===== config.mk =====
export PLATFORM = sky130hd
export DESIGN_NAME = psa_simd_acc
export DESIGN_NICKNAME = d
export VERILOG_FILES = /design/src/rtl/psa_simd_acc.sv
export SDC_FILE = /design/constraint.sdc
export NUM_CORES = 1
export LEC_CHECK = 0
export CORE_MARGIN = 1.5
export CORE_UTILIZATION = 40
export CTS_CLUSTER_SIZE = 10
export DETAILED_ROUTE_END_ITERATION = 8
export GPL_TIMING_DRIVEN = 1
export MAX_ROUTING_LAYER = met4
export PLACE_DENSITY = 0.66
export SYNTH_ARGS = -nofsm -noshare
export SYNTH_HDL_FRONTEND = slang
export SYNTH_SLANG_ARGS = --single-unit

===== constraint.sdc =====
create_clock -name clk -period 5 [get_ports clk]
set_input_delay 1 -clock clk [delete_from_list [all_inputs] [get_ports clk]]
set_output_delay 1 -clock clk [all_outputs]
set_load 0.01 [all_outputs]

===== src/rtl/psa_simd_acc.sv =====
// -----------------------------------------------------------------------------
// psa_simd_acc
// Partitioned SIMD adder/accumulator. The W = LANES*LANE_W data word is split
// into independent two's-complement lanes (lane i at bits [i*LANE_W +: LANE_W]).
// Each lane performs ADD, SUB or ACC with signed saturation. The result goes
// into a single registered output stage with a valid/ready handshake.
//
// Ports
//   clk        in   rising-edge clock
//   rst_n      in   synchronous active-low reset
//   in_valid   in   operation presented
//   in_ready   out  unit can accept this cycle (combinational)
//   op         in   00 ADD, 01 SUB, 10 ACC (acc+A), 11 CLR
//   A, B       in   packed lane operands (B is ignored for ACC/CLR)
//   out_valid  out  result register holds an unconsumed result
//   out_ready  in   downstream consumes the result
//   Sum        out  saturated lane-wise result
//   lane_ovfl  out  per-lane saturation flags of the current result
//   Error      out  OR of lane_ovfl (registered)
//   err_sticky out  set by any saturating accepted op, cleared by CLR/reset
// -----------------------------------------------------------------------------
module psa_simd_acc #(
    parameter int LANE_W = 4,
    parameter int LANES  = 4
) (
    input  logic                      clk,
    input  logic                      rst_n,
    input  logic                      in_valid,
    output logic                      in_ready,
    input  logic [1:0]                op,
    input  logic [LANES*LANE_W-1:0]   A,
    input  logic [LANES*LANE_W-1:0]   B,
    output logic                      out_valid,
    input  logic                      out_ready,
    output logic [LANES*LANE_W-1:0]   Sum,
    output logic [LANES-1:0]          lane_ovfl,
    output logic                      Error,
    output logic                      err_sticky
);

    localparam int W = LANES * LANE_W;

    typedef enum logic [1:0] {
        OP_ADD = 2'b00,
        OP_SUB = 2'b01,
        OP_ACC = 2'b10,
        OP_CLR = 2'b11
    } op_t;

    logic [W-1:0]     r_acc;
    logic [W-1:0]     r_sum;
    logic [LANES-1:0] r_ovfl;
    logic             r_error;
    logic             r_sticky;
    logic             r_valid;

    logic [W-1:0]     w_lane_res;
    logic [LANES-1:0] w_lane_ovfl;
    logic             w_accept;

    // Ready never depends on in_valid; the output slot is free when empty or
    // being drained this cycle.
    assign in_ready = rst_n && (!r_valid || out_ready);
    assign w_accept = in_valid && in_ready;

    generate
        for (genvar gi = 0; gi < LANES; gi++) begin : g_lane
            logic [LANE_W-1:0] w_x;
            logic [LANE_W-1:0] w_y;
            logic              w_cin;
            logic [LANE_W:0]   w_ext;
            logic              w_ov;

            // Operand steering: SUB uses A + ~B + 1, ACC adds A onto the
            // accumulator lane, CLR forces zero so the beat carries 0 / no flag.
            always_comb begin
                w_x   = '0;
                w_y   = '0;
                w_cin = 1'b0;
                case (op)
                    OP_ADD: begin
                        w_x = A[gi*LANE_W +: LANE_W];
                        w_y = B[gi*LANE_W +: LANE_W];
                    end
                    OP_SUB: begin
                        w_x   = A[gi*LANE_W +: LANE_W];
                        w_y   = ~B[gi*LANE_W +: LANE_W];
                        w_cin = 1'b1;
                    end
                    OP_ACC: begin
                        w_x = r_acc[gi*LANE_W +: LANE_W];
                        w_y = A[gi*LANE_W +: LANE_W];
                    end
                    default: begin
                        w_x = '0;
                        w_y = '0;
                    end
                endcase
            end

            // Exact result in LANE_W+1 bits; sign-extending ~B equals
            // inverting the sign-extended B, so SUB of the most-negative value
            // still yields the true difference.
            assign w_ext = {w_x[LANE_W-1], w_x} + {w_y[LANE_W-1], w_y}
                         + {{LANE_W{1'b0}}, w_cin};
            assign w_ov  = w_ext[LANE_W] ^ w_ext[LANE_W-1];

            // The top bit of the exact result gives the overflow direction.
            assign w_lane_res[gi*LANE_W +: LANE_W] =
                !w_ov          ? w_ext[LANE_W-1:0] :
                w_ext[LANE_W]  ? {1'b1, {(LANE_W-1){1'b0}}} :
                                 {1'b0, {(LANE_W-1){1'b1}}};
            assign w_lane_ovfl[gi] = w_ov;
        end
    endgenerate

    always_ff @(posedge clk) begin
        if (!rst_n) begin
            r_acc    <= '0;
            r_sum    <= '0;
            r_ovfl   <= '0;
            r_error  <= 1'b0;
            r_sticky <= 1'b0;
            r_valid  <= 1'b0;
        end else begin
            if (w_accept) begin
                r_sum   <= w_lane_res;
                r_ovfl  <= w_lane_ovfl;
                r_error <= |w_lane_ovfl;
                r_valid <= 1'b1;
                if (op == OP_ACC) begin
                    r_acc <= w_lane_res;
                end
                if (op == OP_CLR) begin
                    r_acc    <= '0;
                    r_sticky <= 1'b0;
                end else if (|w_lane_ovfl) begin
                    r_sticky <= 1'b1;
                end
            end else if (out_ready) begin
                r_valid <= 1'b0;
            end
        end
    end

    assign out_valid  = r_valid;
    assign Sum        = r_sum;
    assign lane_ovfl  = r_ovfl;
    assign Error      = r_error;
    assign err_sticky = r_sticky;

endmodule


Yosys cells after proc, flatten, opt, wreduce, memory -nomap -nowiden

Cells that the tools add are included.

$add $sub $neg: 8
Equality and inequality tests: 3
Multiplexer cells: 23
Bitwise operators: 8
Reduce and logical (&&, ||, !) cells: 12

Operators by type and width:

| operator                                                         | number |
|---|---|
| 4-bit one-hot mux with 3 select lines                            | 4 |
| 16-bit two-way mux                                               | 2 |
| 4-bit two-way mux                                                | 8 |
| 4-bit one-hot mux with 2 select lines                            | 4 |
| 4-bit by 4-bit adder with 5-bit output                           | 4 |
| 5-bit by 1-bit adder with 5-bit output                           | 4 |
| 4-bit inverter                                                   | 4 |
| 2-bit nonzero test                                               | 3 |
| 1-bit two-way mux                                                | 5 |
| 2-bit == test (second input constant)                            | 2 |
| 2-bit AND reduction                                              | 2 |
| 4-bit OR reduction                                               | 1 |
| 1-bit XOR                                                        | 4 |
| 2-bit by 1-bit == test with 1-bit output (second input constant) | 1 |
| 1-bit logical AND                                                | 2 |
| 2-bit zero test                                                  | 1 |
| 2-bit OR reduction                                               | 1 |
| 1-bit zero test                                                  | 1 |
| 1-bit logical OR                                                 | 1 |

Register bits: 39
Input port bits: 38
Output and inout bits: 24
Word-level logic and storage cells: 60

Logic depth before layout (Yosys ltp)

Depth after elaboration: 9
Depth in mapped cells: 15

Worst setup path before layout

OpenSTA, ideal clock, no wires.

Path type: input to register
From: input op[1]
To: register r_sum[4], in the netlist Sum[4]
Library setup time: 0.133 ns
Arrival time: 3.991 ns
Data required time: 4.867 ns
Path slack: 0.876 ns
Stages on the path: 15
Path buffers: 4
Path through: buf_2 > inv_1 > clkbuf_1 > clkbuf_1 > a21oi_1 > fa_1 > fa_1 > nand2b_1 > a31oi_1 > inv_1 > ha_1 > clkbuf_1 > nor2_1 > a21oi_1 > a21oi_1

Cells in the longest elaborated chain, start to end: 7
Elaborated cells on any way between the ends: 12
Those cells by class: add/sub (2); eq/ne (2); mux (5); bitwise (1); reduce/logical (2)

RTL lines:

| item                                                                               | RTL line | text |
|---|---|---|
| from (decl)                                                                        | 30       | `input logic [1:0] op,` |
| 2-bit by 1-bit == test with 1-bit output / 2-bit zero test (equally long branches) | 80       | `case (op)` |
| 2-bit OR reduction (no source line)                                                | -        |  |
| 4-bit one-hot mux with 2 select lines                                              | 80       |  |
| 4-bit by 4-bit adder with 5-bit output                                             | 104      | `assign w_ext = {w_x[LANE_W-1], w_x} + {w_y[LANE_W-1], w_y}` |
| 5-bit by 1-bit adder with 5-bit output (*)                                         | 105      | `+ {{LANE_W{1'b0}}, w_cin};` |
| 1-bit XOR (*)                                                                      | 106      | `assign w_ov = w_ext[LANE_W] ^ w_ext[LANE_W-1];` |
| via g_lane[1].w_ov                                                                 | 72       | `logic w_ov;` |
| 4-bit two-way mux (*)                                                              | 110      | `!w_ov ? w_ext[LANE_W-1:0] :` |
| to (signal assigned)                                                               | 127      | `r_sum <= w_lane_res;` |
| to (decl)                                                                          | 51       | `logic [W-1:0] r_sum;` |

The timed path passes the listed nets; every way through them passes the cells marked *.
A chain may end at the register's enable or synchronous reset.

Final worst setup path

From: input op[1]
To: register r_acc[2]

Cells in the longest elaborated chain, start to end: 9
Elaborated cells on any way between the ends: 17
Those cells by class: add/sub (2); eq/ne (3); mux (7); bitwise (1); reduce/logical (4)

RTL lines:

| item                                                                               | RTL line | text |
|---|---|---|
| 2-bit by 1-bit == test with 1-bit output / 2-bit zero test (equally long branches) | 80       |  |
| 2-bit OR reduction (no source line)                                                | -        |  |
| 4-bit one-hot mux with 2 select lines                                              | 80       |  |
| 4-bit by 4-bit adder with 5-bit output                                             | 104      |  |
| 5-bit by 1-bit adder with 5-bit output (*)                                         | 105      |  |
| 1-bit XOR (*)                                                                      | 106      |  |
| via g_lane[0].w_ov                                                                 | 72       |  |
| 4-bit two-way mux (*)                                                              | 110      |  |
| 16-bit two-way mux (*)                                                             | 131      | `if (op == OP_ACC) begin` |
| 16-bit two-way mux (*)                                                             | 134      | `if (op == OP_CLR) begin` |
| to (signal assigned)                                                               | 132      | `r_acc <= w_lane_res;` |
| to (decl)                                                                          | 50       | `logic [W-1:0] r_acc;` |

The timed path passes the listed nets; every way through them passes the cells marked *. The select of a mux whose other input is x is not followed.

==> flow_summary.yaml <==
yosys:
  post_synthesis_xor_xnor_area_fraction_pct: 7.50
  combinational_family_with_the_most_area_after_synthesis: "compound AO/OA/AOI/OAI gates"
  yosys_register_bits: 39
  post_synth.cell_area_avg_um2: 7.62
  yosys-mux-area-fraction_pct: 0
  synth_sequential_area_ratio_pct: 27.9
  synthesized_instance_count: 368
  synth_fa_ha_area_share_pct: 13.8
  synth_edf_count: 0
  asyncSetResetFlopFracSynth_pct: 0
  syn-num-nets: 432
  synth_compound_gate_area_share_pct: 24.2
  synth_warnings: 0
  netlist-cell-type-count: 42
  simple_gate_portion_of_the_synthesized_area_pct: 21.7
  synth_flop_cell: "dfxtp_1"
  mappedNetlistArea_mm2: 0.00280
cells_and_area:
  areaGrowthSynthToFinish_pct: 28.0
  mostFrequentLayoutCell: "clkdlybuf4s50_1"
  leading_cell_types_in_the_layout_fill_and_taps_excluded: "clkdlybuf4s50_1, nand2_1, o21ai_0"
  nets: 487
  antenna-diode-count: 0
  register_area_um2: 781
  drive_gt1_share_pct: 4.25
  multiInputGateArea_mm2: 0.00188
  final.fill_count: 672
  number_of_standard_cells_in_the_final_layout_excluding_fillers: 520
  final_area_mm2: 0.00359
critical_path:
  cp.buffers_inverters: 4
  critPathMaxStageDelay_ns: 0.50
  crit_path_start_kind: "primary input"
  crit_path_cell_trace: "clkdlybuf4s50_1 > inv_1 > nor2_1 > buf_4 > a22oi_1 > fa_1 > fa_1 > nand2b_1 > a31o_2 > ha_1 > inv_1 > a311oi_1 > a31oi_1 > o21ai_0"
  critical_path_arrival_ns: 4.45
  critPathCaptureType: "flip-flop"
  worstPathRequired_ns: 5.21
  slowest_stage: "clkdlybuf4s50_1"
  critical-path-top-delay-family: "adder cells"
  criticalPathCategory: "in2reg"
  timing.critical_path.fanout_max: 11
clocking:
  cts_setup_buffers: 0
  cts_tree: "yes"
  cts_buffer_depth: 2
  worst_skew_late_latency_ns: 0.29
  cts-buffers-inserted: 5
  clk_pin_slew_worst_paths_ns: 0.07
  ctsResizeCount: 0
  holdBufCountCts: 0
  number_of_sinks_on_the_clock_net: 39
  h-tree-depth: 2
  cts_root_buffer: "clkbuf_8"
routing:
  drt.antenna.violating_nets: 0
  totalWireLength_mm: 7.12
  wire_per_inst_um: 13.7
  detail_route.drc_violations: 0
  drtPass1Iterations: 4
  routed-via-count: 2678
  routed_via_density: 5.15
  dr.first_iter.drc_count: 211
timing:
  setup_viol: 0
  finClkSkew_ns: 0.00573
  setup_repair_after_global_routing_missed_its_margin: "no"
  worst_hold_slack_ns: 0.467
  relSlewSlack_pct: 27.4
  timing.final.ws_setup_ns: 0.766
  final.min_clock_period_ns: 4.23
  fmax_mhz: 236
  tightest_slew_ns: 1.08
  setup_tns_ns: 0
  hold_violations: 0
  final_min_period_over_clock_period_pct: 84.7
  timing_max_transition_violations_final: 0
global_route:
  grt_antenna_before_repair: 0
  grt_start_max_net_pins: 32
  globalRoute.totalOverflow: 0
  grt_pass1_wl_mm: 12.0
  grt_pass1_vias: 2433
  gr-usage-all-layers_pct: 20.9
floorplanning:
  chipWidth_um: 86.7
  die_h_um: 86.7
  top_level_ports: 62
  effective_utilization_at_floorplan_pct: 41.3
  die-area_mm2: 0.00752
  core-area_mm2: 0.00679
  std_cell_rows: 30
placement:
  preCtsSetupSlack_ns: 0.446
  place_area_mm2: 0.00351
  port_buffers: 61
  hpwl_mm: 5.48
  total_instance_count_after_detailed_placement: 512
  place.gp.congestion: 0.921
hold_path:
  worst_hold_class: "reg2reg"
power:
  worst_case_vdd_ir_drop_mv: 0.0971
  leakagePower_nw: 1.36
  power_density_mw_per_mm2: 262
run_status:
  outcome: "finished clean"
flow_run:
  cap_viol_max_count: 0
[per-stage QoR]
step                util (%)  power (mW)
global route            52.8        1.01
CTS                     52.8       0.945
floorplan                  -       0.599
detailed placement      51.6       0.741
global placement        51.6       0.736
finish                  52.8       0.942
[worst paths after layout]
kind | startpoint | endpoint | slack (ns) | depth (start not counted)
worst min register to register | r_acc[1]$_SDFFE_PN0P_ | r_acc[1]$_SDFFE_PN0P_ | 0.47 | 2
worst max-delay path | op[1] | r_acc[2]$_SDFFE_PN0P_ | 0.77 | 14
worst max register to register | r_acc[0]$_SDFFE_PN0P_ | r_acc[2]$_SDFFE_PN0P_ | 1.91 | 12
worst min-delay path | r_acc[1]$_SDFFE_PN0P_ | r_acc[1]$_SDFFE_PN0P_ | 0.47 | 2
[synth_stat cells (all sizes together) (10+ instances only)]
master / count / area [um^2]
clkbuf: 15 / 56.3
ha: 18 / 225
nand3: 14 / 70.1
nand2b: 10 / 62.6
dfxtp: 39 / 781
xnor2: 18 / 158
inv: 13 / 48.8
nor2: 35 / 131
nand2: 47 / 176
nor2b: 11 / 68.8
a21oi: 22 / 110
o21ai: 41 / 205
[worst register-to-register path, stage by stage (launching register included)]
cell and delay [ns]:
dfxtp_1 0.37, nand2_1 0.06, nor2_1 0.08, a21oi_1 0.06, fa_1 0.47, fa_1 0.42, nand2b_1 0.20, a31o_2 0.26
ha_1 0.35, inv_1 0.10, a311oi_1 0.36, a31oi_1 0.12, o21ai_0 0.17
[registers in the layout, summed over array words and instances (netlist names)]
| signal | cells |
|---|---|
| r_acc | 16 |
| err_sticky | 1 |
| Sum | 16 |
| Error | 1 |
| lane_ovfl | 4 |
| out_valid | 1 |
[report_power, final]
group	switching, mW	total [mW]	internal (mW)
logic	0.211	0.383	0.172
registers	0.0158	0.354	0.338
clock network	0.106	0.204	0.0979
total	0.334	0.942	0.608
[layer usage]
layer	up-vias	track usage (%)	routed length [um]
met3	10	2.76	504
met1	1188	30.8	3560
met2	90	29.7	2950
li1	1390	-	-
met4	0	5.72	104
met5	-	-	0
[layout make-up]
class	count	share of cell area [%]
inverters	13	1.36
flip-flops and latches	39	21.8
multi-input cells	294	52.5
well taps	96	3.35
repair buffers	70	18.8
clock inverters	1	0.139
clock buffers	7	2.13
[kinds of logic after synthesis]
| logic type | after synthesis |
|---|---|
| buf+inv | 35 |
| simple gates | 134 |
| fa+ha+maj | 26 |
| flops | 39 |
| xor+xnor | 24 |
| compound gates | 110 |
(Power assumes the default switching activity.)
